File: src/rtl/usb_rx_line_decoder.sv
// USB full-speed receive front end: synchronises D+/D-, recovers the bit clock at
// CLOCKS_PER_BIT oversampling, NRZI-decodes, unstuffs, checks SYNC and detects EOP/bus reset.
module usb_rx_line_decoder #(
  parameter int CLOCKS_PER_BIT = 4,
  parameter int SAMPLE_PHASE   = 2,
  parameter int RESET_CYCLES   = 120,
  parameter int IDLE_BITS      = 8
) (
  input  logic       clock48,
  input  logic       reset_n,
  input  logic       usb_d_p,
  input  logic       usb_d_n,
  output logic       rx_active,
  output logic [7:0] rx_data,
  output logic       rx_valid,
  output logic       rx_end,
  output logic       rx_error,
  output logic       bus_reset
);
  localparam int PH_W = $clog2(CLOCKS_PER_BIT);
  localparam int RC_W = $clog2(RESET_CYCLES + 1);
  localparam int IB_W = $clog2(IDLE_BITS + 1);

  localparam logic [1:0] L_J = 2'b10, L_K = 2'b01, L_SE0 = 2'b00, L_SE1 = 2'b11;

  typedef enum logic [2:0] {S_IDLE, S_SYNC, S_DATA, S_EOP, S_ERROR} state_t;

  logic            dp_s1_q, dp_s2_q, dn_s1_q, dn_s2_q;
  logic [1:0]      line, line_prev_q;
  logic [PH_W-1:0] phase_q, phase_d;
  logic            strobe, jk_edge, dec_bit;
  logic [7:0]      byte_nxt;
  state_t          state_q, state_d;
  logic [2:0]      bitcnt_q, bitcnt_d, ones_q, ones_d;
  logic [7:0]      shreg_q, shreg_d;
  logic            prev_jk_q, prev_jk_d;
  logic [RC_W-1:0] se0_cnt_q, se0_cnt_d;
  logic [IB_W-1:0] idle_cnt_q, idle_cnt_d;
  logic            se0_seen_q, se0_seen_d;
  logic            rx_active_q, rx_active_d, rx_valid_q, rx_valid_d;
  logic            rx_end_q, rx_end_d, rx_error_q, rx_error_d, bus_reset_q, bus_reset_d;
  logic [7:0]      rx_data_q, rx_data_d;

  function automatic logic [RC_W-1:0] se0_sat_inc(input logic [RC_W-1:0] cnt, input logic is_se0);
    if (!is_se0) return '0;
    if (cnt == RC_W'(RESET_CYCLES)) return cnt;
    return cnt + RC_W'(1);
  endfunction

  always_comb begin
    line     = {dp_s2_q, dn_s2_q};
    jk_edge  = (line == L_J && line_prev_q == L_K) || (line == L_K && line_prev_q == L_J);
    if (jk_edge || phase_q == PH_W'(CLOCKS_PER_BIT - 1)) phase_d = '0;
    else                                                  phase_d = phase_q + PH_W'(1);
    strobe   = (phase_d == PH_W'(SAMPLE_PHASE));
    // NRZI: no change of J/K level between samples decodes as 1
    dec_bit  = ((line == L_J) == prev_jk_q);
    byte_nxt = {dec_bit, shreg_q[7:1]};

    state_d     = state_q;
    bitcnt_d    = bitcnt_q;
    ones_d      = ones_q;
    shreg_d     = shreg_q;
    prev_jk_d   = prev_jk_q;
    idle_cnt_d  = (state_q == S_ERROR) ? idle_cnt_q : '0;
    se0_seen_d  = (state_q == S_ERROR) ? se0_seen_q : 1'b0;
    rx_active_d = rx_active_q;
    rx_data_d   = rx_data_q;
    rx_valid_d  = 1'b0;
    rx_end_d    = 1'b0;
    rx_error_d  = 1'b0;
    se0_cnt_d   = se0_sat_inc(se0_cnt_q, line == L_SE0);
    bus_reset_d = (se0_cnt_d == RC_W'(RESET_CYCLES));

    if (bus_reset_d) begin
      state_d     = S_IDLE;
      rx_active_d = 1'b0;
    end else if (strobe) begin
      case (state_q)
        S_IDLE: if (line == L_K) begin
          // first K is SYNC bit 0, decoded against an implied preceding J
          state_d   = S_SYNC;
          prev_jk_d = 1'b0;
          shreg_d   = {1'b0, shreg_q[7:1]};
          bitcnt_d  = 3'd1;
        end
        S_SYNC: if (line == L_J || line == L_K) begin
          prev_jk_d = (line == L_J);
          shreg_d   = byte_nxt;
          bitcnt_d  = bitcnt_q + 3'd1;
          ones_d    = 3'd0;
          if (bitcnt_q == 3'd7) begin
            if (byte_nxt == 8'h80) begin
              state_d     = S_DATA;
              rx_active_d = 1'b1;
            end else begin
              state_d    = S_ERROR;
              rx_error_d = 1'b1;
            end
          end
        end else begin
          state_d    = S_ERROR;
          rx_error_d = 1'b1;
        end
        S_DATA: if (line == L_J || line == L_K) begin
          prev_jk_d = (line == L_J);
          if (ones_q == 3'd6) begin
            ones_d = 3'd0;
            if (dec_bit) begin
              state_d     = S_ERROR;
              rx_error_d  = 1'b1;
              rx_active_d = 1'b0;
            end
          end else begin
            ones_d   = dec_bit ? ones_q + 3'd1 : 3'd0;
            shreg_d  = byte_nxt;
            bitcnt_d = bitcnt_q + 3'd1;
            if (bitcnt_q == 3'd7) begin
              rx_valid_d = 1'b1;
              rx_data_d  = byte_nxt;
            end
          end
        end else if (line == L_SE0) begin
          state_d = S_EOP;
        end else begin
          state_d     = S_ERROR;
          rx_error_d  = 1'b1;
          rx_active_d = 1'b0;
        end
        S_EOP: if (line == L_J) begin
          state_d     = S_IDLE;
          rx_end_d    = 1'b1;
          rx_error_d  = (bitcnt_q != 3'd0);
          rx_active_d = 1'b0;
        end else if (line != L_SE0) begin
          state_d     = S_ERROR;
          rx_error_d  = 1'b1;
          rx_active_d = 1'b0;
        end
        S_ERROR: begin
          rx_active_d = 1'b0;
          if (line == L_J) begin
            if (se0_seen_q || idle_cnt_q == IB_W'(IDLE_BITS - 1)) state_d = S_IDLE;
            else idle_cnt_d = idle_cnt_q + IB_W'(1);
          end else begin
            se0_seen_d = (line == L_SE0);
            idle_cnt_d = '0;
          end
        end
        default: state_d = S_IDLE;
      endcase
    end
  end

  always_ff @(posedge clock48) begin
    if (!reset_n) begin
      dp_s1_q     <= 1'b1;
      dp_s2_q     <= 1'b1;
      dn_s1_q     <= 1'b0;
      dn_s2_q     <= 1'b0;
      line_prev_q <= L_J;
      phase_q     <= '0;
      state_q     <= S_IDLE;
      bitcnt_q    <= 3'd0;
      ones_q      <= 3'd0;
      se0_cnt_q   <= '0;
      idle_cnt_q  <= '0;
      se0_seen_q  <= 1'b0;
      rx_active_q <= 1'b0;
      rx_data_q   <= 8'h00;
      rx_valid_q  <= 1'b0;
      rx_end_q    <= 1'b0;
      rx_error_q  <= 1'b0;
      bus_reset_q <= 1'b0;
    end else begin
      dp_s1_q     <= usb_d_p;
      dp_s2_q     <= dp_s1_q;
      dn_s1_q     <= usb_d_n;
      dn_s2_q     <= dn_s1_q;
      line_prev_q <= line;
      phase_q     <= phase_d;
      state_q     <= state_d;
      bitcnt_q    <= bitcnt_d;
      ones_q      <= ones_d;
      se0_cnt_q   <= se0_cnt_d;
      idle_cnt_q  <= idle_cnt_d;
      se0_seen_q  <= se0_seen_d;
      rx_active_q <= rx_active_d;
      rx_data_q   <= rx_data_d;
      rx_valid_q  <= rx_valid_d;
      rx_end_q    <= rx_end_d;
      rx_error_q  <= rx_error_d;
      bus_reset_q <= bus_reset_d;
    end
  end

  always_ff @(posedge clock48) begin
    shreg_q   <= shreg_d;
    prev_jk_q <= prev_jk_d;
  end

  assign rx_active = rx_active_q;
  assign rx_data   = rx_data_q;
  assign rx_valid  = rx_valid_q;
  assign rx_end    = rx_end_q;
  assign rx_error  = rx_error_q;
  assign bus_reset = bus_reset_q;
endmodule

File: config.mk
export PLATFORM = sky130hd
export DESIGN_NAME = usb_rx_line_decoder
export DESIGN_NICKNAME = d
export VERILOG_FILES = /design/src/rtl/usb_rx_line_decoder.sv
export SDC_FILE = /design/constraint.sdc
export NUM_CORES = 1
export LEC_CHECK = 0
export CORE_MARGIN = 2
export CORE_UTILIZATION = 40
export DETAILED_ROUTE_END_ITERATION = 12
export DONT_BUFFER_PORTS = 1
export PLACE_DENSITY_LB_ADDON = 0.15
export SYNTH_ARGS = -nofsm -noshare
export SYNTH_HDL_FRONTEND = slang
export SYNTH_SLANG_ARGS = --single-unit
File: constraint.sdc
create_clock -name clock48 -period 3.6 [get_ports clock48]
set_input_delay 0.9 -clock clock48 [delete_from_list [all_inputs] [get_ports clock48]]
set_output_delay 0.9 -clock clock48 [all_outputs]
set_load 0.05 [all_outputs]
==> flow_metrics.env, run 1 <==
export IMPL_status="finished, final reports clean"
export IMPL_whs_ns=0.429
export IMPL_ant_nets=0
export IMPL_hpwl_mm=3.61
export IMPL_clkTransAtPathRegs_ns=0.10
export IMPL_setup_violations_final=0
export IMPL_total_power_mw=1.05
export IMPL_vias=1908
export IMPL_grt_pass1_vias=1820
export IMPL_p_leak_nw=0.995
export IMPL_synth_cell_types=52
export IMPL_avgSynthCellArea_sq_um=9.12
export IMPL_post_cts_buffers=0
export IMPL_drive_above_1_share_pct=6.25
export IMPL_grtUsageTotal_pct=15.5
export IMPL_holdPathEnd="dp_s2_q"
export IMPL_wl_mm=5.25
export IMPL_ys_warnings_count=0
export IMPL_area_delta_synth_final_pct=6.12
export IMPL_worstSkewPairLatency_ns=0.31
export IMPL_fp_coreArea_sq_um=6240
export IMPL_holdBufCountCts=0
export IMPL_clk_path_buf_depth=2
export IMPL_drv_slew=0
export IMPL_routedWlPerCell_um=15.0
export IMPL_relSlewSlack_pct=41.6
export IMPL_rsz0062_at_grt="false"
export IMPL_synth_seq_cells=50
export IMPL_ys_async_sr_fraction_pct=0
export IMPL_h_tree_depth=2
export IMPL_worst_slew_pin_transition_ns=0.873
export IMPL_finalWorstSetupSlack_ns=0.616
export IMPL_max_freq_mhz=335
export IMPL_crit_type="register to register"
export IMPL_hp_class="register to register"
export IMPL_ir_drop_mv=0.174
export IMPL_drc=0
export IMPL_cts_buffers=5
export IMPL_hold_depth=1
export IMPL_fp_dieW_um=83.6
export IMPL_drt_iter0_markers=128
export IMPL_grt_start_max_net_pins=33
export IMPL_drv_cap=0
export IMPL_placed_cells=341
export IMPL_cts_root_buf="clkbuf_8"
export IMPL_cp_max_fo=13
export IMPL_hp_start="dp_s1_q"
export IMPL_grt_ovfl_total=0
export IMPL_worstRegToRegCells=8
export IMPL_worstPathArrival_ns=3.20
export IMPL_fin_crit_ns=2.98
export IMPL_yosysSeqAreaShare_pct=42.6
export IMPL_syn_cell_area_sq_um=2540
export IMPL_endpoint_kind="register"
export IMPL_io_buffers=0
export IMPL_gp_congestion=0.802
export IMPL_cts_tree="done"
export IMPL_grt_pass1_wl_mm=8.91
export IMPL_design_die_area_sq_um=6990
export IMPL_synth_cells=278
export IMPL_synth_edf_count=8
export IMPL_rows=29
export IMPL_crit_path_start="se0_cnt_q[0]"
export IMPL_power_density_nw_per_um2=391
export IMPL_io_pins=17
export IMPL_final_cells=349
export IMPL_rr_startpoint="se0_cnt_q[0]"
export IMPL_reg2reg_to="bitcnt_q[0]"
export IMPL_start_kind="register"
export IMPL_die_h_um=83.6
export IMPL_drt_pre_antenna_iters=4
export IMPL_preCtsSetupSlack_ns=0.621
export IMPL_reg2reg_slack_ns=0.62
export IMPL_fin_crit_sh_pct=82.9
export IMPL_crit_required_ns=3.82
export IMPL_synth_ff_type="dfxtp_1"
export IMPL_antenna_found_initial=0
export IMPL_final_hold_viol_count=0
export IMPL_initial_core_util_pct=40.6
export IMPL_setup_tns_ns=0
export IMPL_cts_repair_resized=0
export IMPL_fin_nets=288
export IMPL_synth_nets=295
export IMPL_antenna_cells=0
export IMPL_cts_sinks=50
export IMPL_fin_skew_ns=0.00858
export IMPL_routed_via_density=5.47
[Yosys cell counts (2+ instances only)]
cell type	instances	area, sq um
nor4_1	3	18.8
o31ai_1	2	15.0
nor2_1	19	71.3
nand3b_1	3	22.5
clkbuf_1	11	41.3
and3_1	4	25.0
a21oi_1	12	60.1
inv_1	9	33.8
or4_1	4	30.0
nor3b_1	5	37.5
dfxtp_1	42	841
mux2i_1	12	120
nand2b_1	2	12.5
ha_1	13	163
nor3_1	8	40.0
nand4b_1	6	52.6
or3_1	3	18.8
nor2b_1	4	25.0
xor2_1	3	26.3
nand2_1	37	139
edfxtp_1	8	240
and3b_1	2	17.5
o211ai_1	3	22.5
a22oi_1	2	15.0
and2_1	5	31.3
buf_2	4	20.0
nand3_1	12	60.1
a31oi_1	3	18.8
o21a_1	3	22.5
o21ai_0	9	45.0
xnor2_1	4	35.0
[worst max-delay path, cell delays in order (launching register included)]
cell and delay (ns):
dfxtp_1 0.46, inv_1 0.07, ha_1 0.31, nand4bb_1 0.19, mux2i_1 0.18, o211ai_2 0.13, o211ai_1 0.74, nor2_1 0.43
o221a_2 0.38
[power by group]
group / total, mW / switching [mW] / internal (mW)
clock: 0.418 / 0.207 / 0.211
combinational: 0.0585 / 0.0351 / 0.0234
sequential: 0.576 / 0.00428 / 0.571
[layout make-up]
class / instances / area, sq um
fill: 620 / 3550
clock buffer: 5 / 68.8
tap: 77 / 96.3
clock inverter: 3 / 47.5
sequential: 50 / 1080
timing repair buffer: 2 / 15.0
inverter: 10 / 37.5
multi-input combinational: 202 / 1350
[logic make-up (layout without fill, tap and decap cells)]
group | after synthesis | after routing | share of synthesized area (%)
buffers and inverters | 26 | 20 | 4.34
AND/OR/NAND/NOR | 123 | 123 | 26.4
AO/OA/AOI/OAI | 47 | 47 | 13.0
flip-flops | 50 | 50 | 42.6
multiplexers | 12 | 12 | 4.74
XOR/XNOR | 7 | 7 | 2.42
adder cells (fa/ha/maj) | 13 | 13 | 6.41
[how the worst max path moves through the flow]
stage | end | slack, ns | cells after the start
3_3_place_gp | bitcnt_q[0] | 0.67 | 8
5_1_grt | bitcnt_q[0] | 0.30 | 8
3_5_place_dp | bitcnt_q[0] | 0.62 | 8
2_1_floorplan | shreg_q[1] | 1.18 | 8
4_1_cts | bitcnt_q[0] | 0.60 | 8
6_report | bitcnt_q[0] | 0.62 | 8
[metal layers]
layer / vias up / routed length, um / GRT usage, %
li1: 980 / - / -
met1: 894 / 2630 / 21.7
met2: 27 / 2390 / 23.9
met3: 7 / 154 / 3.26
met4: 0 / 74 / 5.43
met5: - / 0 / 0
[placed cells by master (no fill, tap or decap), types with 4 or more instances in the layout]
| master | synthesis | routed |
|---|---|---|
| nor2b_1 | 4 | 4 |
| nand4b_1 | 6 | 6 |
| nor2_1 | 19 | 19 |
| or4_1 | 4 | 4 |
| nand2_1 | 37 | 37 |
| a21oi_1 | 12 | 12 |
| edfxtp_1 | 8 | 8 |
| nor3b_1 | 5 | 5 |
| dfxtp_1 | 42 | 42 |
| inv_1 | 9 | 9 |
| clkbuf_8 | 0 | 5 |
| o21ai_0 | 9 | 9 |
| nand3_1 | 12 | 12 |
| ha_1 | 13 | 13 |
| mux2i_1 | 12 | 12 |
| and2_1 | 5 | 5 |
| xnor2_1 | 4 | 4 |
| nor3_1 | 8 | 8 |
| and3_1 | 4 | 4 |
[metrics by stage]
| stage | util [%] | area (sq um) |
|---|---|---|
| floorplan | - | 2540 |
| global placement | 41.3 | 2570 |
| detailed placement | 41.3 | 2570 |
| CTS | 43.1 | 2690 |
| global route | 43.1 | 2690 |
| finish | 43.1 | 2690 |
[sequential cells by signal (all words and copies together) (netlist names), 3 cells and up]
signal / count
idle_cnt_q: 4
state_q: 3
rx_data: 8
se0_cnt_q: 7
shreg_q: 7
bitcnt_q: 3
ones_q: 3
No activity file was read; power rests on OpenSTA's default activity.
==> inputs of run 2 (changes only) <==
clock period = 2.74 ns   (was 3.6 ns; I/O delays follow)
==> run 2 against run 1 <==
Effect of this change:
- critical path type unchanged
- die area did not move
- cell count rose by 1.1%
- combinational power increased by 37%
==> flow_metrics.env, run 2 (synthesis results as in run 1) <==
export IMPL_status="finished, final reports clean"
export IMPL_worstRegToRegCells=8
export IMPL_finalWorstSetupSlack_ns=0.335
export IMPL_path_cells="inv_1, ha_1, and3b_1, nor4b_4, o2111ai_2, o21bai_4, or4_1, a21oi_1"
export IMPL_holdBufCountCts=0
export IMPL_gp_congestion=0.819
export IMPL_hold_depth=1
export IMPL_setup_tns_ns=0
export IMPL_worstSkewPairLatency_ns=0.31
export IMPL_area_delta_synth_final_pct=6.91
export IMPL_design_die_area_sq_um=6990
export IMPL_clk_path_buf_depth=2
export IMPL_fin_skew_ns=0.00650
export IMPL_start_kind="register"
export IMPL_grt_ovfl_total=0
export IMPL_antenna_found_initial=0
export IMPL_ant_nets=0
export IMPL_ir_drop_mv=0.279
export IMPL_drive_above_1_share_pct=7.25
export IMPL_io_pins=17
export IMPL_cts_repair_resized=0
export IMPL_relSlewSlack_pct=61.7
export IMPL_hpwl_mm=3.77
export IMPL_drv_slew=0
export IMPL_mostFrequentLayoutCells="dfxtp_1 (42), nand2_1 (37), nor2_1 (19)"
export IMPL_cts_sinks=50
export IMPL_final_common_cell="dfxtp_1"
export IMPL_final_hold_viol_count=0
export IMPL_grt_pass1_vias=1781
export IMPL_fin_crit_ns=2.41
export IMPL_cp_max_fo=4
export IMPL_wl_mm=5.28
export IMPL_antenna_cells=0
export IMPL_grtUsageTotal_pct=15.8
export IMPL_routedWlPerCell_um=15.0
export IMPL_fin_crit_sh_pct=87.8
export IMPL_post_cts_buffers=0
export IMPL_worst_slew_pin_transition_ns=0.573
export IMPL_h_tree_depth=2
export IMPL_cpMaxStageDelayCell="or4_1"
export IMPL_cts_root_buf="clkbuf_8"
export IMPL_drt_pre_antenna_iters=4
export IMPL_fp_dieW_um=83.6
export IMPL_clkTransAtPathRegs_ns=0.10
export IMPL_largest_reg_flops=8
export IMPL_preCtsSetupSlack_ns=0.335
export IMPL_nFillCells=627
export IMPL_drv_cap=0
export IMPL_fin_nets=292
export IMPL_max_freq_mhz=416
export IMPL_regArea_sq_um=1080
export IMPL_drt_iter0_markers=138
export IMPL_cts_buffers=5
export IMPL_drc=0
export IMPL_setup_violations_final=0
export IMPL_worstPathArrival_ns=2.65
export IMPL_p_leak_nw=1.01
export IMPL_cp_slowest_stage_delay_ns=0.51
export IMPL_vias=1897
export IMPL_endpoint_kind="register"
export IMPL_multi_input_area_sq_um=1350
export IMPL_crit_required_ns=2.98
export IMPL_grt_pass1_wl_mm=8.92
export IMPL_power_density_nw_per_um2=494
export IMPL_die_h_um=83.6
export IMPL_rows=29
export IMPL_routed_via_density=5.37
export IMPL_initial_core_util_pct=40.6
export IMPL_hp_class="register to register"
export IMPL_io_buffers=0
export IMPL_crit_type="register to register"
export IMPL_rsz0062_at_grt="false"
export IMPL_cts_tree="done"
export IMPL_fp_coreArea_sq_um=6240
export IMPL_grt_start_max_net_pins=33
==> run 2: worst paths after layout <==
kind	slack [ns]	startpoint	to
setup / recovery	0.33	dp_s2_q	state_q[2]
hold / removal	0.42	dp_s1_q	dp_s2_q
hold reg to reg	0.42	dp_s1_q	dp_s2_q
setup reg to reg	0.33	dp_s2_q	state_q[2]
==> run 2: area by class of cell <==
class,instances,share of cell area (%)
clock buffers,7,3.60
multi-input cells,202,49.6
clock inverters,1,0.323
inverters,10,1.38
flip-flops and latches,50,39.9
repair buffers,6,1.66
well taps,77,3.55
==> run 2: stage by stage <==
stage	std cells	hold slack (ns)	instance area [sq um]	util (%)	total power, mW
CTS	353	0.426	2710	43.4	1.36
global route	353	0.422	2710	43.4	1.40
detailed placement	345	0.396	2610	41.7	0.855
global placement	345	0.400	2610	41.7	0.855
floorplan	278	0.386	2540	-	0.839
finish	353	0.419	2710	43.4	1.34
==> run 2: routing by layer <==
metal / part of all wire (%) / up-vias / GRT usage, %
met4: 1.9 / 0 / 5.43
met1: 49 / 869 / 21.3
met5: 0 / - / 0
met3: 2.8 / 10 / 3.36
li1: - / 990 / -
met2: 46 / 28 / 25.2
==> run 2: report_power, final <==
group | switching, mW | leakage [nW] | total, mW | internal [mW]
combinational | 0.0465 | 0.549 | 0.0804 | 0.0338
sequential | 0.00567 | 0.408 | 0.756 | 0.751
clock | 0.264 | 0.0536 | 0.502 | 0.238
==> run 2: critical path: cells and delay by family (launching register included) <==
kind                     cells  cell delay, ns
buffers and inverters        1            0.10
flip-flops                   1            0.38
AO/OA/AOI/OAI                3            0.58
adder cells (fa/ha/maj)      1            0.24
AND/OR/NAND/NOR              3            1.02
==> edit (settings of run 2) <==
Make the reset (`reset_n`) asynchronous in one clocked block. Comments in the files are not updated.
--- a/src/rtl/usb_rx_line_decoder.sv
+++ b/src/rtl/usb_rx_line_decoder.sv
@@ -154,3 +154,3 @@
 
-  always_ff @(posedge clock48) begin
+  always_ff @(posedge clock48 or negedge reset_n) begin
     if (!reset_n) begin
Check against the original RTL: differs if reset_n is asserted again (counterexample within 10 cycles, from zero or initial values and one cycle with reset_n low); with reset_n held inactive, the same outputs for 10 cycles.
==> edit against run 2 <==
Wire length decreased by 7.5%; area after synthesis increased by 2.3%; sequential cell count is the same; global-route usage is 1.3 points lower; worst setup slack lost 230 ps; cell area is 3.9% higher; critical path type unchanged.
Power is not compared: it rests on default switching activity, and its combinational part moved more than twofold at a synthesized area within 25%.
==> edit: results (changes against run 2) <==
| Metric | Value |
|---|---|
| Outcome | `finished, final reports clean` |
| Crit path kind | `flop to flop` |
| Htree depth | `2 (unchanged)` |
| Worst Tran Pin Value | `487 ps (-86.2 ps)` |
| Pre-CTS setup slack | `82.4 ps (-253 ps)` |
| CP arrival | `2870 ps (+220 ps)` |
| DP Area | `2710 sq um (+4.1%)` |
| Max Used Layer | `met4` |
| Met1 Use GR | `20.0% (-1.3 points)` |
| Hold Crit Class | `input pin to asynchronous set/reset pin` |
| Syn Area/Cell | `10.9 sq um (+19%)` |
| Biggest cell delay along the critical path | `650 ps (+140 ps)` |
| GRT met2 Usage | `22.6% (-2.6 points)` |
| Initial antenna violation count | `0 (unchanged)` |
| Synth top area cells | `dfrtp_1 38%, edfxtp_1 9.3%, ha_1 5.8%, mux2_4 4.6%, dfstp_2 3.0%` |
| # port buffers | `0 (unchanged)` |
| Post-synthesis net count | `255 (-14%)` |
| Ys async rst share | `84.0% (+84 points)` |
| Sequential share of the synthesized area | `49.9% (+7.3 points)` |
| First-pass GRT wire length | `8300 um (-7.0%)` |
| First DRT Iteration DRCs | `97 (-30%)` |
| Met2 WL | `2180 um (-9.7%)` |
| Clk buf depth | `2 (unchanged)` |
| Worst VDD drop | `0.000247 V` |
| Vias in the first global route | `1,676 (-5.9%)` |
| Filler instances | `617 (-1.6%)` |
| Clock transition at path regs | `100 ps (about the same)` |
| Largest register FFs | `8 (unchanged)` |
| Number of synthesized flops with an enable pin | `8 (unchanged)` |
| CTS Buf Count | `5 (unchanged)` |
| Diode count | `0 (unchanged)` |
| Post-DP HPWL | `3410 um (-9.5%)` |
| Post-route cell area | `2820 sq um (+3.9%)` |
| Commonest cells in the netlist | `39 x dfrtp_1, 21 x nand2_1, 14 x inv_1` |
| Worst-skew pair later-pin latency | `310 ps (about the same)` |
| Clock Root Buffer | `clkbuf_8` |
| Met3 WL | `122 um (-18%)` |
| Worst clock skew | `10.8 ps (+4.25 ps)` |
| Largest net degree at the start of global routing | `43 (+30%)` |
| Overall routing resource usage | `14.5% (-1.3 points)` |
| Met1 WL | `2490 um (-4.6%)` |
| GR Layer Usage met3 | `2.95% (-0.41 points)` |
| Crit path max-delay cell type | `or4b_2` |
| Leakage | `1.25 nW` |
| GPL Wtd Cong | `0.846 (+3.4%)` |
| Top delay family on crit path | `simple AND/OR/NAND/NOR gates` |
| Yosys warning count | `0 (unchanged)` |
| Wire length per cell | `15.2 um (+1.4%)` |
| Placed insts | `314 (-9.0%)` |
| CP max FO | `16 (+12)` |
| Layout Cells excl Fill | `322 (-8.8%)` |
| R2r startpoint | `dp_s2_q` |
| TritonRoute pass-1 iters | `4 (unchanged)` |
| Vias/cell | `5.34 (-0.54%)` |
| Proportion of layout cells with a drive suffix above 1 | `15.9% (+8.7 points)` |
| Netlist cell types | `53 (+1.9%)` |
| Max-slew violation total from the final report | `0 (unchanged)` |
## edit: cell types whose count changed after synthesis, sizes merged, moves of 4 or more
| cell | change |
|---|---|
| clkbuf | -4 |
| dfxtp | -42 |
| o21ai | -5 |
| mux2i | -5 |
| nor3 | -4 |
| inv | +5 |
| nand2b | +7 |
| mux2 | +10 |
| nand2 | -16 |
| nand4 | +5 |
| dfrtp | +39 |
| nor2 | -8 |
## edit: cell families (layout without fill, tap and decap cells)
group                      Yosys count  count (layout)  share of synthesized area [%]
buffers and inverters               24              30                           3.96
adders and majority gates           12              12                           5.79
xor gates and xnor gates             5               5                           1.69
DFF                                 50              50                           49.9
and+or+nand+nor                     93              93                           20.1
muxes                               17              17                           8.20
AOI/OAI and AO/OA                   38              38                           10.3
## edit: report_power, final
part | switching, W | internal [W] | total, W
clock network | 0.000278 | 0.000192 | 0.000470
registers | 0.000128 | 0.000843 | 0.000972
logic | 0.000268 | 0.000236 | 0.000503
## edit: timing repair
action | 4_1_cts | 5_1_grt
buffers inserted | 0 | 0
setup endpoints to repair | 0 | 4
gates resized for setup | 0 | 1
## edit: final timing paths
path / end / slack (ps) / depth (start not counted)
max: idle_cnt_q[3] / 110 / 9
min: rx_active / 50 / 0
max reg2reg: idle_cnt_q[3] / 110 / 9
min reg2reg: dn_s2_q / 360 / 0
max in group asynchronous: dp_s2_q / 2510 / 0
min in group clock48: dp_s1_q / 350 / 0
## edit: layout make-up
| class | instances | area share (%) |
|---|---|---|
| clock buffer | 5 | 2.44 |
| clock inverter | 3 | 1.02 |
| inverter | 14 | 1.87 |
| multi-input combinational | 165 | 42.7 |
| sequential | 50 | 46.0 |
| tap | 77 | 3.42 |
| timing repair buffer | 8 | 2.58 |
